**config.mk**
```make
export PLATFORM = sky130hd
export DESIGN_NAME = call_button_conditioner
export DESIGN_NICKNAME = d
export VERILOG_FILES = /design/src/rtl/call_pkg.sv /design/src/rtl/debounce_channel.sv /design/src/rtl/call_button_conditioner.sv
export SDC_FILE = /design/constraint.sdc
export NUM_CORES = 1
export LEC_CHECK = 0
export BUFFER_PORTS_ARGS = -buffer_cell sky130_fd_sc_hd__buf_2
export CAP_MARGIN = 20
export CORE_MARGIN = 1.5
export CORE_UTILIZATION = 30
export DETAILED_ROUTE_END_ITERATION = 10
export GPL_TIMING_DRIVEN = 0
export PLACE_DENSITY = 0.47
export SLEW_MARGIN = 20
export SYNTH_ARGS = -nofsm -noshare
export SYNTH_HDL_FRONTEND = slang
export SYNTH_SLANG_ARGS = --single-unit
```
**constraint.sdc**
```tcl
create_clock -name clk -period 1.1 [get_ports clk]
set_input_delay 0.11 -clock clk [delete_from_list [all_inputs] [get_ports clk]]
set_output_delay 0.11 -clock clk [all_outputs]
set_load 0.02 [all_outputs]
```
**src/rtl/call_pkg.sv**
```systemverilog
// rtl/call_pkg.sv - shared types and constants for call/cancel button conditioning
package call_pkg;

  // Debounce FSM states; level is high in PRESSED and DISARMING
  typedef enum logic [1:0] {
    RELEASED  = 2'd0,
    ARMING    = 2'd1,
    PRESSED   = 2'd2,
    DISARMING = 2'd3
  } db_state_t;

  localparam int SYNC_STAGES             = 2;
  localparam int DEFAULT_DEBOUNCE_CYCLES = 4;

endpackage

```
**src/rtl/debounce_channel.sv**
```systemverilog
// rtl/debounce_channel.sv - synchroniser plus debounce FSM for one push button
module debounce_channel
  import call_pkg::*;
#(
  parameter int DEBOUNCE_CYCLES = DEFAULT_DEBOUNCE_CYCLES,
  parameter int CNT_W           = $clog2(DEBOUNCE_CYCLES + 1)
) (
  input  logic clk,
  input  logic rst_n,
  input  logic btn,
  output logic level,
  output logic press
);

  // The entry cycle of ARMING/DISARMING is the first stable sample, so the
  // counter reaching DEBOUNCE_CYCLES-1 after its increment means the sample
  // being taken now completes the stable run.
  localparam logic [CNT_W-1:0] CNT_LAST = CNT_W'(DEBOUNCE_CYCLES - 2);
  localparam logic [CNT_W-1:0] CNT_MAX  = {CNT_W{1'b1}};

  logic [SYNC_STAGES-1:0] sync_q;
  logic                   sync;
  db_state_t              state;
  logic [CNT_W-1:0]       cnt;

  assign sync = sync_q[SYNC_STAGES-1];

  // Two-flop synchroniser for the asynchronous raw button level
  always_ff @(posedge clk or negedge rst_n) begin
    if (!rst_n) begin
      sync_q <= '0;
    end else begin
      sync_q <= {sync_q[SYNC_STAGES-2:0], btn};
    end
  end

  // Debounce FSM; counter cleared on every state change and saturating otherwise
  always_ff @(posedge clk or negedge rst_n) begin
    if (!rst_n) begin
      state <= RELEASED;
      cnt   <= '0;
      level <= 1'b0;
    end else begin
      case (state)
        RELEASED: begin
          if (sync) begin
            state <= ARMING;
            cnt   <= '0;
          end
        end
        ARMING: begin
          if (!sync) begin
            state <= RELEASED;
            cnt   <= '0;
          end else if (cnt == CNT_LAST) begin
            state <= PRESSED;
            cnt   <= '0;
            level <= 1'b1;
          end else if (cnt != CNT_MAX) begin
            cnt <= cnt + 1'b1;
          end
        end
        PRESSED: begin
          if (!sync) begin
            state <= DISARMING;
            cnt   <= '0;
          end
        end
        DISARMING: begin
          if (sync) begin
            state <= PRESSED;
            cnt   <= '0;
          end else if (cnt == CNT_LAST) begin
            state <= RELEASED;
            cnt   <= '0;
            level <= 1'b0;
          end else if (cnt != CNT_MAX) begin
            cnt <= cnt + 1'b1;
          end
        end
        default: begin
          state <= RELEASED;
          cnt   <= '0;
          level <= 1'b0;
        end
      endcase
    end
  end

  // Press strobe for the cycle in which ARMING accepts the press; the top registers it
  assign press = (state == ARMING) && sync && (cnt == CNT_LAST);

endmodule

```
**src/rtl/call_button_conditioner.sv**
```systemverilog
// rtl/call_button_conditioner.sv - debounced call/cancel pulses with cancel-wins arbitration
module call_button_conditioner
  import call_pkg::*;
#(
  parameter int DEBOUNCE_CYCLES = DEFAULT_DEBOUNCE_CYCLES,
  parameter int CNT_W           = $clog2(DEBOUNCE_CYCLES + 1)
) (
  input  logic clk,
  input  logic rst_n,
  input  logic call_btn,
  input  logic cancel_btn,
  output logic call,
  output logic cancel,
  output logic call_level,
  output logic cancel_level,
  output logic conflict
);

  logic call_press;
  logic cancel_press;

  debounce_channel #(
    .DEBOUNCE_CYCLES(DEBOUNCE_CYCLES),
    .CNT_W          (CNT_W)
  ) u_call_ch (
    .clk  (clk),
    .rst_n(rst_n),
    .btn  (call_btn),
    .level(call_level),
    .press(call_press)
  );

  debounce_channel #(
    .DEBOUNCE_CYCLES(DEBOUNCE_CYCLES),
    .CNT_W          (CNT_W)
  ) u_cancel_ch (
    .clk  (clk),
    .rst_n(rst_n),
    .btn  (cancel_btn),
    .level(cancel_level),
    .press(cancel_press)
  );

  // Register the pulses; a same-cycle call is dropped in favour of cancel
  always_ff @(posedge clk or negedge rst_n) begin
    if (!rst_n) begin
      call     <= 1'b0;
      cancel   <= 1'b0;
      conflict <= 1'b0;
    end else begin
      call     <= call_press & ~cancel_press;
      cancel   <= cancel_press;
      conflict <= call_press & cancel_press;
    end
  end

endmodule

```
; Word level (Yosys, flattened, before mapping)
; Index checks and enable logic that the tools add are counted.
[word_totals]
ff_bits = 19
out_inout_bits = 5
word_cells = 94
[op_classes]
n_eq_ne = 26
add_sub_neg = 2
n_bitwise = 3
n_reduce_logical = 14
mux = 38
[op_table]
columns = operator, n
row1 = 3-bit two-way mux, 12
row2 = 2-bit two-way mux, 12
row3 = 3-bit one-hot mux with 4 select lines, 2
row4 = "2-bit by 1-bit inequality test with 1-bit output, second input constant", 8
row5 = 2-bit one-hot mux with 4 select lines, 2
row6 = "3-bit inequality test, second input constant", 4
row7 = 5-bit AND reduction, 2
row8 = "2-bit equality test, second input constant", 4
row9 = 1-bit two-way mux, 8
row10 = "2-bit inequality test, second input constant", 4
row11 = 4-bit AND reduction, 2
row12 = "3-bit by 1-bit adder with 3-bit output, second input constant", 2
row13 = "3-bit by 2-bit equality test with 1-bit output, second input constant", 2
row14 = "3-bit by 1-bit inequality test with 1-bit output, second input constant", 2
row15 = "2-bit by 1-bit equality test with 1-bit output, second input constant", 2
row16 = 1-bit logical AND, 4
row17 = 2-bit logical NOT, 2
row18 = 1-bit one-hot mux with 2 select lines, 2
row19 = 2-bit AND reduction, 2
row20 = 2-bit nonzero test, 2
row21 = 1-bit bitwise AND, 2
row22 = 1-bit NOT, 1

; Logic depth before layout (Yosys ltp)
; Gate-level depths: netlist of run 1.
[logic_depth]
ltp_word = 5
ltp_mapped = 3
ltp_nobuf = 3

; Cells and area by module
; From an unflattened synthesis of run 1, not the netlist that was laid out.
[unflattened]
hier_cells = 65
hier_area_um2 = 787.0
[by_module_without_submodules]
columns = module, instances, area_each_um2, cells_each, seq_area_each_um2
row1 = debounce_channel, 2, 347.8, 30, 200.2
row2 = call_button_conditioner, 1, 91.3, 5, 75.1

; Worst setup path after synthesis of run 1
; OpenSTA, ideal clock, no wires.
[synth_timing]
kind = register -> register
start = register u_cancel_ch.cnt[2]
end = register conflict
t_arrival_ns = 1.073
required_time_ns = 1.032
slack_ns = -0.041
synth_period_minus_slack_ns = 1.141
stages_incl_launch_ff = 4
setup_time_ns = 0.068
cell_sequence = dfrtp_1 nand4bb_2 nor3b_2 and4_1
[synth_via]
elab_chain_cells = 3
[synth_lines]
columns = element, line
row1 = start: declaration, debounce_channel.sv:24  ; logic [CNT_W-1:0] cnt;
row2 = start signal: assignment, debounce_channel.sv:60  ; cnt <= cnt + 1'b1;
row3 = start signal: assignment, debounce_channel.sv:78  ; cnt <= cnt + 1'b1;
row4 = 3-bit by 2-bit equality test with 1-bit output, debounce_channel.sv:91  ; assign press = (state == ARMING) && sync && (cnt == CNT_LAST);
row5 = 1-bit logical AND, debounce_channel.sv:91
row6 = named net cancel_press, call_button_conditioner.sv:20  ; logic cancel_press;
row7 = 1-bit bitwise AND, call_button_conditioner.sv:53  ; conflict <= call_press & cancel_press;
row8 = end signal: assignment, call_button_conditioner.sv:53
row9 = end: declaration, call_button_conditioner.sv:16  ; output logic conflict
; The timed path passes the listed nets, and every way through them passes these cells.
; A chain may end at the register's enable or synchronous reset.

; Worst setup path in the final report of run 1
; Same ends and word-level chain as after synthesis.

==> results.py, run 1 <==
metrics = {
    "synthesis": {
        "ys_seq_elements": 19,
        "synth_top_area_cell": "dfrtp_1",
        "synthTopCellsByArea": "dfrtp_1, a21oi_1, nand2_1",
        "yosysSeqAreaShare_pct": 61.89,
        "synth.top_cell.area_share_pct": 61.89,
        "synth.cell_area_sq_um": 768.2,
        "syn_inst": 66,
        "postSynthAreaPerCell_sq_um": 11.64,
        "synth_cell_type_count": 20,
        "yosysWarnings": 0,
        "syn_nets": 70,
    },
    "critical_path": {
        "crit_slowest_cell": "dfrtp_1",
        "cp.arrival_ns": 1.38,
        "endpoint_kind": "flip-flop",
        "crit_path_start_kind": "flip-flop",
        "crit_fanout": 3,
        "path_cells": "nand4bb_4 > nor3b_4 > and4_1",
        "slowest_delay_ns": 0.41,
        "crit_required_ns": 1.33,
        "crit_type": "flip-flop to flip-flop",
    },
    "global_route": {
        "grt_start_max_net_pins": 20,
        "busiest_layer": "met1",
        "gr-total-overflow": 0,
        "grt_util_met2_pct": 15.84,
        "grt_use_total_pct": 11.41,
        "grt_pass1_vias": 500,
        "grt_use_met3_pct": 5.000,
        "antenna_found_initial": 0,
        "grt_first_pass_wirelength_mm": 2.256,
        "met1_usage_pct": 15.86,
    },
    "clock_tree": {
        "clock_sinks": 19,
        "cts_tree": "built",
        "cts-root-buf": "clkbuf_4",
        "insertion_delay_ns": 0.29,
        "cts_htree_levels": 1,
        "clk_pin_slew_ns": 0.11,
        "cts_buffer_depth": 2,
        "cts_buffers": 3,
    },
    "floorplan": {
        "core_region_area_sq_um": 2455,
        "ios": 9,
        "start_util_pct": 31.29,
        "core.rowCount": 18,
        "fp.dieH_um": 53.61,
        "die_x_um": 53.61,
        "die-area_sq_um": 2874,
    },
    "power": {
        "sw_frac_of_total_pct": 35.65,
        "p_comb_share_pct": 32.7,
        "power.internal_uw": 1376,
        "ir_worst_vdd_v": 0.001228,
        "p_seq_share_pct": 51.4,
        "p_clk_share_pct": 15.9,
        "leakagePower_uw": 0.0004567,
        "power_switching_uw": 762.0,
        "p_per_area_nw_per_um2": 2003,
    },
    "placement": {
        "post-dp-hpwl_um": 849.7,
        "place_ws_ns": -0.1303,
        "port_buffers": 8,
        "dpl.cell_count": 104,
        "routabilityCongestion": 0.6744,
    },
    "route": {
        "via_per_inst": 4.742,
        "wire_per_inst_um": 11.74,
        "ant_nets": 0,
        "drcViolationCount": 0,
        "dr_total_vias": 569,
        "drtPass1Iterations": 5,
        "wl_mm": 1.409,
        "drt-initial-drc-count": 9,
    },
    "finish": {
        "fin_util_pct": 43.48,
        "drive_gt1_share_pct": 43.33,
        "seqCellArea_sq_um": 484.2,
        "fin_cells": 120,
        "final_net_count": 95,
        "multi_input_area_sq_um": 372.9,
        "fillers": 230,
        "area_delta_synth_final_pct": 38.92,
        "diodes": 0,
    },
    "timing": {
        "hold_ws_ns": 0.2677,
        "clock.fmax_ghz": 0.8681,
        "relSlewSlack_pct": 72.06,
        "rsz0062_at_grt": "yes",
        "setup_tns_ns": -0.09018,
        "hold_violations": 0,
        "fin_crit_sh_pct": 104.7,
        "finalSetupViolCount": 3,
        "period_needed_ns": 1.152,
        "drv_slew": 0,
        "fin_skew_ns": 0.006677,
        "setup_ws_ns": -0.05200,
        "tightestPinTransition_ns": 0.4192,
    },
    "job": {
        "maxCapViolations": 0,
    },
    "run_status": {
        "violations": "setup timing",
        "status": "finished, violations left",
    },
    "worst_hold_path": {
        "hp-class": "input pin to asynchronous set/reset pin",
    },
}
[cells by family (layout without fill, tap and decap cells)]
| family | Yosys count | after routing | share of synthesized area (%) |
|---|---|---|---|
| AOI/OAI and AO/OA | 15 | 15 | 11.40 |
| DFF | 19 | 19 | 61.89 |
| buffers and inverters | 2 | 26 | 0.9776 |
| and+or+nand+nor | 26 | 26 | 21.01 |
| xor gates and xnor gates | 3 | 3 | 3.421 |
| muxes | 1 | 1 | 1.303 |
[timing repair]
action,4_1_cts,5_1_grt
hold endpoints to repair,21,0
hold buffers,3,0
resized for setup,6,13
pin swaps,3,5
setup buffers,6,3
endpoints found under the setup margin,9,10
[final cells by class]
cell class,instances,area share (%)
inverters,2,0.7034
multi-input cells,45,34.94
repair buffers,20,12.90
clock buffers,3,2.110
well taps,30,3.517
flip-flops and latches,19,45.37
clock inverters,1,0.4689
[per-stage QoR]
| stage | cell area, sq um | total power, uW |
|---|---|---|
| floorplan | 779.5 | 1404 |
| global placement | 857.1 | 1528 |
| detailed placement | 857.1 | 1538 |
| CTS | 983.4 | 2017 |
| global route | 1067 | 2302 |
| finish | 1067 | 2138 |
[worst paths after layout]
kind	depth (start not counted)	slack, ns	end	startpoint
max	3	-0.05	conflict	u_cancel_ch.cnt[2]
min	2	0.27	call	rst_n
max reg2reg	3	-0.05	conflict	u_cancel_ch.cnt[2]
min reg2reg	0	0.36	u_cancel_ch.sync_q[1]	u_cancel_ch.sync_q[0]
max in group asynchronous	2	0.51	u_call_ch.cnt[1]	rst_n
min in group clk	0	0.36	u_cancel_ch.sync_q[1]	u_cancel_ch.sync_q[0]
[cells in the mapped netlist]
library cell  number
dfrtp_1           19
nand2_1            7
a21oi_1            6
nor2_1             5
nand2b_1           4
o22ai_1            4
o21ai_0            3
and4bb_2           2
inv_1              2
nand3_1            2
nand4_1            2
xor2_1             2
and4_1             1
mux2i_1            1
nand4bb_2          1
nor2b_1            1
nor3b_2            1
o2bb2ai_1          1
o311ai_0           1
xnor2_1            1
[layout by cell type (no fill, tap or decap)]
| cell | netlist | routed |
|---|---|---|
| nor2b_1 | 1 | 1 |
| dfrtp_2 | 0 | 7 |
| clkinv_2 | 0 | 1 |
| nand2_2 | 0 | 1 |
| xnor2_2 | 0 | 1 |
| buf_2 | 0 | 8 |
| clkbuf_4 | 0 | 3 |
| nor2_1 | 5 | 5 |
| nand4bb_4 | 0 | 1 |
| and4bb_4 | 0 | 1 |
| mux2i_1 | 1 | 1 |
| buf_4 | 0 | 9 |
| xor2_4 | 0 | 2 |
| o311ai_1 | 0 | 1 |
| o22ai_2 | 0 | 1 |
| nand2b_1 | 4 | 3 |
| a21oi_1 | 6 | 6 |
| dfrtp_1 | 19 | 12 |
| o2bb2ai_1 | 1 | 1 |
| nand3_2 | 0 | 1 |
| nor3b_4 | 0 | 1 |
| and4_1 | 1 | 1 |
| o21ai_0 | 3 | 3 |
| nand2b_4 | 0 | 1 |
| nand2_1 | 7 | 6 |
| and4bb_2 | 2 | 1 |
| dlygate4sd3_1 | 0 | 3 |
| inv_1 | 2 | 2 |
| o22ai_1 | 4 | 3 |
| nand4_1 | 2 | 2 |
| nand3_1 | 2 | 1 |
[critical path, delay by kind of cell, from the launching register on]
family        cells  cell delay [ns]
simple gates      3             0.68
flops             1             0.41
[power by group through the flow]
| stage | combinational (uW) | sequential, uW | clock [uW] |
|---|---|---|---|
| 6_report | 700 | 1100 | 340 |
| 5_1_grt | 789 | 1130 | 384 |
| 4_1_cts | 606 | 1050 | 361 |
| 3_5_place_dp | 475 | 1060 | 0 |
| 3_3_place_gp | 468 | 1060 | 0 |
| 2_1_floorplan | 359 | 1040 | 0 |
[layer usage]
layer  share of wire, %  vias to the layer above
met5                  0                        -
met4               0.71                        0
met3                3.4                        2
met2                 48                        8
met1                 48                      271
li1                   -                      288
Power figures use the tool's default switching activity.
==> run 2: changes to the inputs <==
BUFFER_PORTS_ARGS = default   (was -buffer_cell sky130_fd_sc_hd__buf_2)
DONT_BUFFER_PORTS = 1   (was default)
PLACE_DENSITY = 0.44   (was 0.47)
SKIP_CTS_REPAIR_TIMING = 1   (was default)
==> run 2 against run 1 <==
The flow still finishes with violations (setup timing). Core utilization decreased by 2.2 points. Count of clock-buffer cells in the layout increased by 1. Critical path depth unchanged. Hold slack improved by 0.093 ns. Clock skew decreased by 0.0055 ns. Global-route usage decreased by 0.30 points.
==> results.py, run 2 (same netlist as run 1, synthesis figures left out) <==
metrics = {
    "job": {
        "maxCapViolations": 0,
    },
    "clock_tree": {
        "cts_buffers": 3,
        "cts_htree_levels": 1,
        "cts_buffer_depth": 2,
        "insertion_delay_ns": 0.29,
        "clk_pin_slew_ns": 0.10,
        "cts-root-buf": "clkbuf_4",
        "cts_tree": "built",
        "clock_sinks": 19,
    },
    "run_status": {
        "status": "finished, violations left",
        "violations": "setup timing",
    },
    "global_route": {
        "grt_pass1_vias": 510,
        "grt_use_total_pct": 11.10,
        "grt_start_max_net_pins": 20,
        "grt_first_pass_wirelength_mm": 2.290,
        "antenna_found_initial": 0,
        "gr-total-overflow": 0,
    },
    "power": {
        "p_per_area_nw_per_um2": 2079,
        "leakagePower_uw": 0.0004123,
        "ir_worst_vdd_v": 0.0008708,
    },
    "finish": {
        "layout_commonest_cell": "dfrtp_1",
        "drive_gt1_share_pct": 32.93,
        "fin_util_pct": 41.23,
        "area_delta_synth_final_pct": 31.76,
        "diodes": 0,
        "fin_cells": 112,
        "layout_common_cells": "dfrtp_1, buf_4, nand2_1, dfrtp_2",
        "final_net_count": 87,
        "design_area_sq_um": 1012,
    },
    "floorplan": {
        "start_util_pct": 31.29,
        "die-area_sq_um": 2874,
        "ios": 9,
        "die_x_um": 53.61,
        "fp.dieH_um": 53.61,
        "core_region_area_sq_um": 2455,
        "core.rowCount": 18,
    },
    "timing": {
        "finalSetupViolCount": 8,
        "period_needed_ns": 1.196,
        "drv_slew": 0,
        "fin_skew_ns": 0.001189,
        "hold_violations": 0,
        "relSlewSlack_pct": 43.22,
        "clock.fmax_ghz": 0.8363,
        "fin_crit_sh_pct": 108.7,
        "tightestPinTransition_ns": 0.8488,
        "setup_tns_ns": -0.3900,
        "rsz0062_at_grt": "yes",
        "setup_ws_ns": -0.09570,
    },
    "placement": {
        "post-dp-hpwl_um": 851.7,
        "routabilityCongestion": 0.6584,
        "dpl.cell_count": 96,
        "placed_area_sq_um": 817.0,
        "place_ws_ns": -0.1243,
        "port_buffers": 0,
    },
    "critical_path": {
        "crit_required_ns": 1.33,
        "crit_slowest_cell": "dfrtp_2",
        "crit_path_start_kind": "flip-flop",
        "slowest_delay_ns": 0.44,
        "path_cells": "nand4bb_4 > nor3b_4 > and4_1",
        "endpoint_kind": "flip-flop",
        "cp.arrival_ns": 1.43,
        "crit_fanout": 4,
        "crit_type": "flip-flop to flip-flop",
    },
    "route": {
        "drcViolationCount": 0,
        "drt-initial-drc-count": 8,
        "dr_total_vias": 543,
        "wire_per_inst_um": 12.51,
        "wl_mm": 1.401,
        "ant_nets": 0,
        "via_per_inst": 4.848,
        "drtPass1Iterations": 4,
    },
    "worst_hold_path": {
        "hp-class": "input pin to asynchronous set/reset pin",
    },
}
run 2: changes by cell type in the layout (fill, tap and decap cells not counted), sizes merged:
cell,delta
buf,-8
clkbuf,+1
clkinv,-1
run 2: worst paths after layout:
path	startpoint	end	slack, ns	depth (start not counted)
worst min register to register	u_call_ch.sync_q[0]	u_call_ch.sync_q[1]	0.36	0
min in group clk	u_call_ch.sync_q[0]	u_call_ch.sync_q[1]	0.36	0
max in group asynchronous	rst_n	u_cancel_ch.sync_q[1]	0.16	1
worst max register to register	u_cancel_ch.cnt[0]	conflict	-0.1	3
worst max-delay path	u_cancel_ch.cnt[0]	conflict	-0.1	3
worst min-delay path	rst_n	u_cancel_ch.level	0.36	1
run 2: per-stage QoR:
step           hold slack [ns]  total power [uW]
2_1_floorplan          -0.1856              1404
3_3_place_gp           -0.1852              1504
3_5_place_dp           -0.1850              1511
4_1_cts                -0.5086              1852
5_1_grt                 0.3496              2254
6_report                0.3609              2105
run 2: area by class of cell:
type / instances / area (sq um)
Multi-Input combinational cell: 45 / 347.8
Clock buffer: 4 / 26.28
Tap cell: 30 / 37.54
Inverter: 2 / 7.507
Timing Repair Buffer: 12 / 110.1
Fill cell: 247 / 1443
Sequential cell: 19 / 483.0
run 2: layer usage:
metal	vias up	part of all wire (%)	global-route usage (%)
met4	0	1.2	6.410
met3	2	2.1	2.778
met1	264	49	15.29
li1	272	-	-
met5	-	0	0
met2	5	47	15.84
run 2: power by group:
group          leakage (uW)  switching (uW)  internal (uW)
sequential         0.000233             246            860
combinational      0.000164             287            372
clock             0.0000150             198            141
run 2: worst max-delay path: cells and delay by family, from the launching register on:
kind	cells	cell delay [ns]
DFF	1	0.44
and+or+nand+nor	3	0.70
